`config.mk`:
```
export PLATFORM = sky130hd
export DESIGN_NAME = stage_wb
export DESIGN_NICKNAME = d
export VERILOG_FILES = /design/src/rtl/stage_wb_pkg.sv /design/src/rtl/stage_wb_load_align.sv /design/src/rtl/stage_wb.sv
export SDC_FILE = /design/constraint.sdc
export NUM_CORES = 1
export LEC_CHECK = 0
export ABC_AREA = 0
export BUFFER_PORTS_ARGS = -buffer_cell sky130_fd_sc_hd__buf_2
export CORE_MARGIN = 2
export CORE_UTILIZATION = 54
export CTS_CLUSTER_DIAMETER = 80
export CTS_CLUSTER_SIZE = 40
export DETAILED_ROUTE_END_ITERATION = 10
export GPL_TIMING_DRIVEN = 1
export PLACE_DENSITY = 0.86
export SKIP_CTS_REPAIR_TIMING = 1
export SYNTH_ARGS = -nofsm -noshare
export SYNTH_HDL_FRONTEND = slang
export SYNTH_SLANG_ARGS = --single-unit
```
`constraint.sdc`:
```
create_clock -name clk -period 6.3 [get_ports clk]
set_input_delay 0.945 -clock clk [delete_from_list [all_inputs] [get_ports clk]]
set_output_delay 0.945 -clock clk [all_outputs]
set_load 0.01 [all_outputs]
```
`src/rtl/stage_wb_pkg.sv`:
```
// Shared definitions for the writeback stage: widths, memory func3 encodings
// and the alignment rule for loads.
package stage_wb_pkg;

    localparam int XLEN_DEFAULT  = 32;
    localparam int CNT_W_DEFAULT = 64;

    // Store encodings, kept next to the loads because they share the func3 field.
    localparam logic [2:0] F3_SB = 3'b000;
    localparam logic [2:0] F3_SH = 3'b001;
    localparam logic [2:0] F3_SW = 3'b010;

    // Load encodings.
    typedef enum logic [2:0] {
        F3_LB  = 3'b000,
        F3_LH  = 3'b001,
        F3_LW  = 3'b010,
        F3_LBU = 3'b100,
        F3_LHU = 3'b101
    } load_f3_e;

    // A halfword must sit on an even address and a word on a multiple of four;
    // bytes and unlisted encodings can never be misaligned.
    function automatic logic load_misaligned(input logic [2:0] func3, input logic [1:0] off);
        logic mis;
        mis = 1'b0;
        case (func3)
            F3_LH, F3_LHU: mis = off[0];
            F3_LW:         mis = (off != 2'b00);
            default:       mis = 1'b0;
        endcase
        return mis;
    endfunction

endpackage

```
`src/rtl/stage_wb_load_align.sv`:
```
// Combinational load extraction: picks the addressed byte/halfword out of a
// memory word, sign- or zero-extends it, and reports misalignment.
module load_align
    import stage_wb_pkg::*;
#(
    parameter int XLEN = XLEN_DEFAULT
) (
    input  logic [XLEN-1:0] data,
    input  logic [1:0]      off,
    input  logic [2:0]      func3,
    output logic [XLEN-1:0] result,
    output logic            misalign
);

    logic [7:0]  byte_sel;
    logic [15:0] half_sel;

    // Shift the addressed lane down to bit 0, then extend according to func3.
    always_comb begin
        byte_sel = 8'(data >> {off, 3'b000});
        half_sel = 16'(data >> {off[1], 4'b0000});
        result   = '0;
        case (func3)
            F3_LB:   result = {{(XLEN-8){byte_sel[7]}}, byte_sel};
            F3_LBU:  result = {{(XLEN-8){1'b0}}, byte_sel};
            F3_LH:   result = {{(XLEN-16){half_sel[15]}}, half_sel};
            F3_LHU:  result = {{(XLEN-16){1'b0}}, half_sel};
            F3_LW:   result = data;
            default: result = '0;
        endcase
        misalign = load_misaligned(func3, off);
    end

endmodule

```
`src/rtl/stage_wb.sv`:
```
// Writeback stage: MEM/WB pipeline register, read-data hold buffer for stalls,
// load extraction, register-file write control and the retire counter.
module stage_wb
    import stage_wb_pkg::*;
#(
    parameter int XLEN  = XLEN_DEFAULT,
    parameter int CNT_W = CNT_W_DEFAULT
) (
    input  logic             clk,
    input  logic             rst,
    input  logic             me_valid,
    input  logic [XLEN-1:0]  me_alu_o,
    input  logic             me_mem_read,
    input  logic [2:0]       me_func3_code,
    input  logic             me_reg_write,
    input  logic [4:0]       me_rd,
    input  logic [XLEN-1:0]  me_mem_data,
    input  logic             wb_hold,
    output logic             w_reg_write,
    output logic [4:0]       w_rd,
    output logic [XLEN-1:0]  w_regs_data,
    output logic             w_misalign,
    output logic [CNT_W-1:0] w_instret
);

    logic             valid_q,     valid_d;
    logic [XLEN-1:0]  alu_o_q,     alu_o_d;
    logic             mem_read_q,  mem_read_d;
    logic [2:0]       func3_q,     func3_d;
    logic             reg_write_q, reg_write_d;
    logic [4:0]       rd_q,        rd_d;
    logic             held_q,      held_d;
    logic [XLEN-1:0]  buf_q,       buf_d;
    logic [CNT_W-1:0] instret_q,   instret_d;

    logic [XLEN-1:0]  rd_word;
    logic [XLEN-1:0]  load_result;
    logic             align_err;

    // Pipeline register advances only when the stage is not stalled.
    always_comb begin
        valid_d     = valid_q;
        alu_o_d     = alu_o_q;
        mem_read_d  = mem_read_q;
        func3_d     = func3_q;
        reg_write_d = reg_write_q;
        rd_d        = rd_q;
        if (!wb_hold) begin
            valid_d     = me_valid;
            alu_o_d     = me_alu_o;
            mem_read_d  = me_mem_read;
            func3_d     = me_func3_code;
            reg_write_d = me_reg_write;
            rd_d        = me_rd;
        end
    end

    // The memory word is only valid for one cycle, so a stalled load keeps its copy.
    always_comb begin
        held_d = held_q;
        buf_d  = buf_q;
        if (!wb_hold) begin
            held_d = 1'b0;
        end else if (!held_q && valid_q && mem_read_q) begin
            held_d = 1'b1;
            buf_d  = me_mem_data;
        end
    end

    assign rd_word = held_q ? buf_q : me_mem_data;

    load_align #(
        .XLEN (XLEN)
    ) u_load_align (
        .data     (rd_word),
        .off      (alu_o_q[1:0]),
        .func3    (func3_q),
        .result   (load_result),
        .misalign (align_err)
    );

    // Writeback selection and write-enable gating for the register file.
    always_comb begin
        w_misalign  = valid_q & mem_read_q & align_err;
        w_regs_data = mem_read_q ? load_result : alu_o_q;
        w_reg_write = valid_q & reg_write_q & ~w_misalign & (rd_q != 5'd0);
        w_rd        = rd_q;
    end

    // An instruction retires on the edge it leaves WB, unless it faulted.
    always_comb begin
        instret_d = instret_q;
        if (valid_q && !wb_hold && !w_misalign) begin
            instret_d = instret_q + CNT_W'(1);
        end
    end

    assign w_instret = instret_q;

    // All stage state, cleared immediately by reset.
    always_ff @(posedge clk or posedge rst) begin
        if (rst) begin
            valid_q     <= 1'b0;
            alu_o_q     <= '0;
            mem_read_q  <= 1'b0;
            func3_q     <= 3'b000;
            reg_write_q <= 1'b0;
            rd_q        <= 5'd0;
            held_q      <= 1'b0;
            buf_q       <= '0;
            instret_q   <= '0;
        end else begin
            valid_q     <= valid_d;
            alu_o_q     <= alu_o_d;
            mem_read_q  <= mem_read_d;
            func3_q     <= func3_d;
            reg_write_q <= reg_write_d;
            rd_q        <= rd_d;
            held_q      <= held_d;
            buf_q       <= buf_d;
            instret_q   <= instret_d;
        end
    end

endmodule
```
Yosys cells after proc, flatten, opt, wreduce, memory -nomap -nowiden --
Index checks and enable logic that the tools add are counted.
Operators by class: $add $sub $neg 1, eq/ne operators 5, shifts and indexed selects 2, mux-type cells 6, bitwise logic cells 6, reduce and logical (&&, ||, !) cells 12
Operators with widths (count):
- case mux 32 bit (5 select lines) | 1
- adder 64 x 1 -> 64 bit (second input constant) | 1
- two-way mux 32 bit | 2
- right shift 32 x 5 -> 16 bit | 1
- right shift 32 x 5 -> 8 bit | 1
- == test 3 bit (second input constant) | 2
- AND 1 bit | 5
- nonzero test 5 bit | 1
- logical AND 1 bit | 4
- == test 3 x 1 -> 1 bit (second input constant) | 1
- == test 3 x 2 -> 1 bit (second input constant) | 1
- logical NOT 1 bit | 3
- logical NOT 3 bit | 1
- two-way mux 1 bit | 2
- != test 2 x 1 -> 1 bit (second input constant) | 1
- case mux 1 bit (2 select lines) | 1
- AND reduction 2 bit | 1
- nonzero test 2 bit | 1
- OR reduction 2 bit | 1
- NOT 1 bit | 1
Storage, ports and cells: register bits 140, input port bits 78, output and inout port bits 103

Depth between registers and ports, before layout --
Gate-level depths: netlist of run 1.
depth in word-level cells 7, gate-level depth with buffers 9

Modules after synthesis --
A second synthesis of run 1 with hierarchy kept.
Unflattened totals: cells, all modules 627, area total of the unflattened synthesis 7566.0 um2
Modules (own cells, without submodules):
- stage_wb | instances 1, cells each 522, area each 6651.4 um2
- load_align | instances 1, cells each 105, area each 914.6 um2

Least setup slack after synthesis of run 1 --
OpenSTA, ideal clock, no wires.
path kind input-to-output, from input me_mem_data[7], to output w_regs_data[22], arrival time 2.186 ns, data required time 5.355 ns, slack 3.169 ns, cell stages on the path 6, buffers on the path 1, cell sequence mux2i_1 -> mux4_2 -> nor3_4 -> buf_8 -> nor3_2 -> o22ai_2
Between the ends: word-level cells in the longest chain between the ends 4
RTL lines:
- start, declared | line stage_wb.sv:17 | input logic [XLEN-1:0] me_mem_data,
- two-way mux 32 bit | line stage_wb.sv:70 | assign rd_word = held_q ? buf_q : me_mem_data;
- right shift 32 x 5 -> 8 bit | line stage_wb_load_align.sv:20 | byte_sel = 8'(data >> {off, 3'b000});
- case mux 32 bit (5 select lines) | line stage_wb_load_align.sv:23 | case (func3)
- two-way mux 32 bit | line stage_wb.sv:85 | w_regs_data = mem_read_q ? load_result : alu_o_q;
- end, declared | line stage_wb.sv:21 | output logic [XLEN-1:0] w_regs_data,
No other way between the ends.

Worst setup path in the final report of run 1 --
from register held_q, to output w_regs_data[17]
Between the ends: word-level cells in the longest chain between the ends 4
RTL lines:
- start, declared | line stage_wb.sv:32 | logic held_q, held_d;
- start signal, assigned | line stage_wb.sv:119 | held_q <= held_d;
- two-way mux 32 bit (*) | line stage_wb.sv:70
- right shift 32 x 5 -> 16 bit / right shift 32 x 5 -> 8 bit (equally long branches) | line stage_wb_load_align.sv:21, stage_wb_load_align.sv:20
- case mux 32 bit (5 select lines) (*) | line stage_wb_load_align.sv:23
- two-way mux 32 bit (*) | line stage_wb.sv:85
Every way passes the cells marked *; elsewhere a longest branch is shown, timed or not.

==> reports/results.ini, run 1 <==
[yosys]
ys_async_sr_fraction_pct = 100
synth_cells = 639
syn_nets = 718
ys_types = 50
synth-seq-cells = 140
yosys_warnings = 0
synthFlopType = dfrtp_1
synth_seq_area_share_pct = 47.3
synth_edf_count = 0
syn_avg_cell_area_um2 = 11.6
netlist_area_um2 = 7410

[die]
die_x_um = 121
coreArea_um2 = 13300
die_area_um2 = 14700
num_rows = 42
die_y_um = 121
start_util_pct = 55.7
io_pins = 181

[setup_path]
slowest_stage = nor3_4
cp.arrival_ns = 3.24
crit_start = held_q$_DFFE_PP0P_
crit_family = simple AND/OR/NAND/NOR gates
worst_setup_path_start_kind = flop
path_cells = buf_4 -> mux2i_1 -> mux4_2 -> nor3_4 -> nor3_1 -> o22ai_1 -> buf_2
r2r-end = w_instret[31]$_DFFE_PP0P_
cp.required_ns = 5.35
path_class = flop to primary output
crit_fanout = 42
worstRegToRegCells = 5
max_stage_delay_ns = 0.69
end_kind = primary output
critical_path.endpoint = w_regs_data[17]
r2r_slack_ns = 3.48
path_buf_inv = 2
crit_cells = 7
crit-reg2reg-launch = func3_q[0]$_DFFE_PP0N_

[clocking]
cts_tree = built
clk_pin_slew_ns = 0.06
ctsHtreeMaxLevel = 4
root_buffer = clkbuf_16
cts_sinks = 140
cts_made_buffers = 17
clk_latency_ns = 0.43
cts_max_path_buffers = 2

[route]
vias = 5803
via_per_inst = 5.83
drc_errors = 0
drt_iter0_markers = 451
drt_wl_total_um = 18500
wire_per_inst_um = 18.6
ant_nets = 0
drtPass1Iterations = 5

[cells_and_area]
syn_to_final_growth_pct = 20.8
seqCellArea_um2 = 3500
design_area_um2 = 8950
utilization_pct = 67.3
fill_cells = 997
layout-drive-gt1-share_pct = 42.4
layout.nets = 883
layout_commonest_cell = buf_2
multi_input_area_um2 = 3560
final_cell_mix = buf_2, dfrtp_1, mux2_2
finalNonFillerCells = 996

[timing]
rsz0062_at_grt = no
setup_violations = 0
fin_skew_ns = 0.0101
period_share_pct = 66.5
clock.fmax_mhz = 239
slew_viol_final = 0
fin_crit_ns = 4.19
final.setup.tns_ns = 0
worst_pin_slew_ns = 1.13
max-slew-margin-rel_pct = 24.7
finalHoldViolations = 0

[global_route]
grt_max_degree = 75
grt_pass1_wl_um = 29100
grt.total_usage_pct = 25.7
globalRouteOverflowTotal = 0
antenna_found_initial = 4
grt_pass1_vias = 5556

[status]
status = complete, no violations

[power_and_ir_drop]
power.leakage_nw = 4.20
peakVddDrop_v = 0.000225
powerDensity_nw_per_um2 = 289

[placement]
placed_area_um2 = 8350
place_inst = 961
portBuffers = 180
dp_hpwl_um = 13000
gp_congestion = 0.860

[flow_run]
cap_violations = 0

[worst_hold_path]
hp-class = flop to flop

[worst min path at each step]
stage	start	end	slack, ns	cells after the start
2_1_floorplan	buf_q[31]$_DFFE_PP0P_	buf_q[31]$_DFFE_PP0P_	0.48	1
3_3_place_gp	w_instret[63]$_DFFE_PP0P_	w_instret[63]$_DFFE_PP0P_	0.46	1
3_5_place_dp	w_instret[63]$_DFFE_PP0P_	w_instret[63]$_DFFE_PP0P_	0.47	1
4_1_cts	w_instret[63]$_DFFE_PP0P_	w_instret[63]$_DFFE_PP0P_	0.48	1
5_1_grt	w_instret[63]$_DFFE_PP0P_	w_instret[63]$_DFFE_PP0P_	0.49	1
6_report	w_instret[26]$_DFFE_PP0P_	w_instret[26]$_DFFE_PP0P_	0.49	1
[flip-flops by register name, indices dropped and copies added (netlist names)]
name / count
w_instret: 64
alu_o_q: 32
buf_q: 32
reg_write_q: 1
func3_q: 3
held_q: 1
w_rd: 5
valid_q: 1
mem_read_q: 1
[area by class of cell]
class | instances | area share, %
sequential | 140 | 39.2
clock buffer | 21 | 5.37
antenna | 3 | 0.0839
inverter | 35 | 1.52
clock inverter | 11 | 1.19
tap | 176 | 2.46
multi-input combinational | 426 | 39.8
timing repair buffer | 184 | 10.4
[kinds of logic after synthesis]
family / count (synthesis) / synth area share (%)
xor gates and xnor gates: 63 / 7.45
adders and majority gates: 1 / 0.169
and+or+nand+nor: 190 / 15.7
muxes: 118 / 18.7
DFF: 140 / 47.3
AOI/OAI and AO/OA: 54 / 6.03
buffers and inverters: 73 / 4.63
[per-stage QoR]
stage | total power, mW | setup WS (ns) | hold slack, ns
2_1_floorplan | 1.45 | 1.60 | 0.479
3_3_place_gp | 1.59 | 2.56 | 0.457
3_5_place_dp | 1.61 | 2.51 | 0.473
4_1_cts | 2.60 | 2.11 | 0.483
5_1_grt | 2.70 | 1.91 | 0.492
6_report | 2.59 | 2.11 | 0.488
[worst register-to-register path: cells and delay by family (launching register included)]
family          cells  cell delay (ns)
compound gates      1             0.26
xor+xnor            1             0.19
flops               1             0.62
simple gates        3             1.63
[cell usage after synthesis (9+ instances only)]
| library cell | instances | area [um2] |
|---|---|---|
| nor2_1 | 38 | 143 |
| clkbuf_1 | 19 | 71.3 |
| nand4_1 | 33 | 206 |
| mux2_2 | 84 | 946 |
| nor3_1 | 15 | 75.1 |
| and4_1 | 11 | 96.3 |
| dfrtp_1 | 140 | 3500 |
| nand3_1 | 23 | 115 |
| and3_1 | 16 | 100 |
| nor3_2 | 10 | 100 |
| o22ai_1 | 22 | 138 |
| inv_1 | 35 | 131 |
| o22ai_2 | 10 | 125 |
| nand2_1 | 15 | 56.3 |
| mux2i_1 | 26 | 260 |
| xnor2_1 | 54 | 473 |
| buf_2 | 10 | 50.1 |
| xor2_1 | 9 | 78.8 |
[power by group]
group          internal [mW]  switching, mW  leakage [nW]
sequential              1.01         0.0930          1.78
clock                  0.589          0.400         0.283
combinational          0.246          0.250          2.13
[layer usage]
layer / share of wire, % / global-route usage (%)
met1: 44 / 35.7
met2: 46 / 38.2
met3: 7.4 / 6.67
met4: 2.6 / 10.6
met5: 0.092 / 0
Note: power is estimated with default switching activity, not from simulation.
==> run 2: changes to the inputs <==
Settings changed: ABC_AREA 0 to 1, CORE_UTILIZATION 54 to 50, PLACE_DENSITY 0.86 to 0.82.
Clock period 6.3 ns to 3.7 ns, I/O delays scaled along.
==> reports/results.ini, run 2 <==
[die]
start_util_pct = 51.1  ; -4.6 points
io_pins = 181  ; unchanged
die_x_um = 134  ; +11%
die_y_um = 134  ; +11%
num_rows = 47  ; +12%
coreArea_um2 = 16500  ; +24%
die_area_um2 = 17900  ; +22%

[setup_path]
crit_fanout = 47  ; +12%
critical_path.endpoint = w_regs_data[27]
crit-reg2reg-launch = func3_q[2]$_DFFE_PP0N_
end_kind = primary output
crit_start = held_q$_DFFE_PP0P_
cp.required_ns = 3.14  ; -2.21 ns
cp.arrival_ns = 2.37  ; -0.87 ns
worstRegToRegCells = 8  ; +3
r2r_slack_ns = 1.28  ; -2.20 ns
path_class = flop to primary output
r2r-end = w_instret[62]$_DFFE_PP0P_
worst_setup_path_start_kind = flop

[cells_and_area]
fill_cells = 1518  ; +52%
final_cell_mix = nand2_1, buf_2, dfrtp_1
syn_to_final_growth_pct = 20.0
layout-drive-gt1-share_pct = 17.4  ; -25 points
seqCellArea_um2 = 3500  ; about the same
finalNonFillerCells = 1660  ; +67%
layout.nets = 1505  ; +70%
layout_commonest_cell = nand2_1
largest_reg_flops = 64  ; unchanged
multi_input_area_um2 = 4260  ; +20%

[clocking]
cts_tree = built
clk_latency_ns = 0.43  ; about the same
ctsHtreeMaxLevel = 4  ; unchanged
root_buffer = clkbuf_16
cts_sinks = 140  ; unchanged
clk_pin_slew_ns = 0.06  ; about the same
cts_max_path_buffers = 2  ; unchanged
cts_made_buffers = 17  ; unchanged

[yosys]
synth_seq_area_share_pct = 41.5  ; -5.8 points
syn_nets = 1340  ; +87%
synthTopCellsByArea = dfrtp_1, nand2_1, inv_1, o21ai_0, nor2_1
synth_top_area_cell = dfrtp_1
synth_top_area_share_pct = 41.5  ; -5.8 points
netlist_top_cells_count = nand2_1, dfrtp_1, inv_1, nor2_1, o21ai_0
synth_cells = 1261  ; +97%
yosysMostFrequentCell = nand2_1
ys_async_sr_fraction_pct = 100  ; unchanged
netlist_area_um2 = 8450  ; +14%
synth_edf_count = 0  ; unchanged
ys_types = 35  ; -30%
synth-seq-cells = 140  ; unchanged
syn_avg_cell_area_um2 = 6.70  ; -42%
synthFlopType = dfrtp_1
yosys_warnings = 0  ; unchanged

[power_and_ir_drop]
peakVddDrop_v = 0.000360  ; +60%
powerDensity_nw_per_um2 = 453  ; +57%
total_power_mw = 4.59  ; +77%
power.leakage_nw = 5.33  ; +27%

[global_route]
grt_pass1_wl_um = 40100  ; +38%
globalRouteOverflowTotal = 0  ; unchanged
grt_max_degree = 103  ; +37%
grt.total_usage_pct = 28.3  ; +2.6 points
antenna_found_initial = 1  ; -3
grt_pass1_vias = 8277  ; +49%

[worst_hold_path]
hp-class = input pin to async pin

[route]
drt_wl_total_um = 24800  ; +34%
via_per_inst = 5.29  ; -9.1%
wire_per_inst_um = 14.9  ; -20%
drt_iter0_markers = 822  ; +82%
ant_nets = 0  ; unchanged
drc_errors = 0  ; unchanged
drtPass1Iterations = 5  ; unchanged
vias = 8789  ; +51%

[placement]
portBuffers = 180  ; unchanged
gp_congestion = 0.951  ; +11%
dp_hpwl_um = 18400  ; +41%
place_inst = 1627  ; +69%

[status]
status = complete, no violations

[timing]
final.setup.tns_ns = 0  ; unchanged
setup_violations = 0  ; unchanged
slew_viol_final = 0  ; unchanged
rsz0062_at_grt = no
period_share_pct = 79.0
fin_skew_ns = 0.00726  ; -0.00288 ns
worst_pin_slew_ns = 0.950  ; -0.180 ns
max-slew-margin-rel_pct = 36.6  ; +12 points
clock.fmax_mhz = 342
fin_crit_ns = 2.92
finalHoldViolations = 0  ; unchanged

[flow_run]
cap_violations = 0  ; unchanged

run 2: cell count changes after synthesis, sizes merged, moves of 12 or more:
cell	change
nand2	+549
o21ai	+99
inv	+98
mux2	-84
nor2	+83
xnor2	-41
o22ai	-32
mux2i	-26
o211ai	+20
nand3	+18
and3	-16
nor3	-12
run 2: stage by stage:
stage                     utilization (%)  worst slack [ns]  hold WS [ns]  area [um2]
after floorplan                         -              1.40         0.446        8450
after global placement               57.6              1.21         0.462        9530
after detailed placement             57.6              1.16         0.466        9530
after CTS                            61.3             0.784         0.311       10100
after global routing                 61.3             0.496         0.324       10100
final                                61.4             0.776         0.276       10100
run 2: critical path: stages (launching register included):
cell     delay [ns]
dfrtp_1        0.35
buf_4          0.38
nand2_1        0.09
o21ai_1        0.12
inv_1          0.09
nand2_1        0.12
nand3_2        0.22
o21ai_0        0.17
inv_1          0.06
nand2_1        0.06
nand2_1        0.08
nand2_1        0.06
buf_2          0.13
run 2: power breakdown:
group	switching, mW	internal (mW)	leakage (nW)	total (mW)
Combinational	0.564	0.328	3.23	0.891
Clock	0.662	1.11	0.301	1.77
Sequential	0.194	1.74	1.80	1.94
Total	1.42	3.18	5.33	4.59
run 2: layer usage:
metal / track usage (%) / part of all wire (%)
met1: 36.6 / 41
met2: 46.7 / 48
met3: 5.37 / 7.8
met4: 11.9 / 3.4
met5: 0 / 0
run 2: worst min path at each step:
stage	depth (start not counted)	startpoint	slack (ns)	end
3_5_place_dp	2	alu_o_q[20]$_DFFE_PP0N_	0.47	alu_o_q[20]$_DFFE_PP0N_
6_report	3	rst	0.28	w_instret[7]$_DFFE_PP0P_
4_1_cts	3	me_alu_o[26]	0.31	alu_o_q[26]$_DFFE_PP0N_
5_1_grt	3	me_alu_o[5]	0.32	alu_o_q[5]$_DFFE_PP0N_
2_1_floorplan	2	alu_o_q[29]$_DFFE_PP0N_	0.45	alu_o_q[29]$_DFFE_PP0N_
3_3_place_gp	2	alu_o_q[27]$_DFFE_PP0N_	0.46	alu_o_q[27]$_DFFE_PP0N_
run 2: logic make-up after synthesis:
| kind of cell | share of synthesized area [%] |
|---|---|
| AOI/OAI and AO/OA | 8.47 |
| and+or+nand+nor | 38.3 |
| xor gates and xnor gates | 3.42 |
| DFF | 41.5 |
| adders and majority gates | 0.148 |
| buffers and inverters | 8.15 |
run 2: layout make-up:
| cell class | count | area share, % |
|---|---|---|
| Multi-Input combinational cell | 944 | 42.0 |
| Sequential cell | 140 | 34.6 |
| Timing Repair Buffer | 188 | 9.60 |
| Inverter | 135 | 5.04 |
| Clock buffer | 20 | 4.60 |
| Tap cell | 220 | 2.72 |
| Clock inverter | 12 | 1.42 |
| Antenna cell | 1 | 0.0247 |
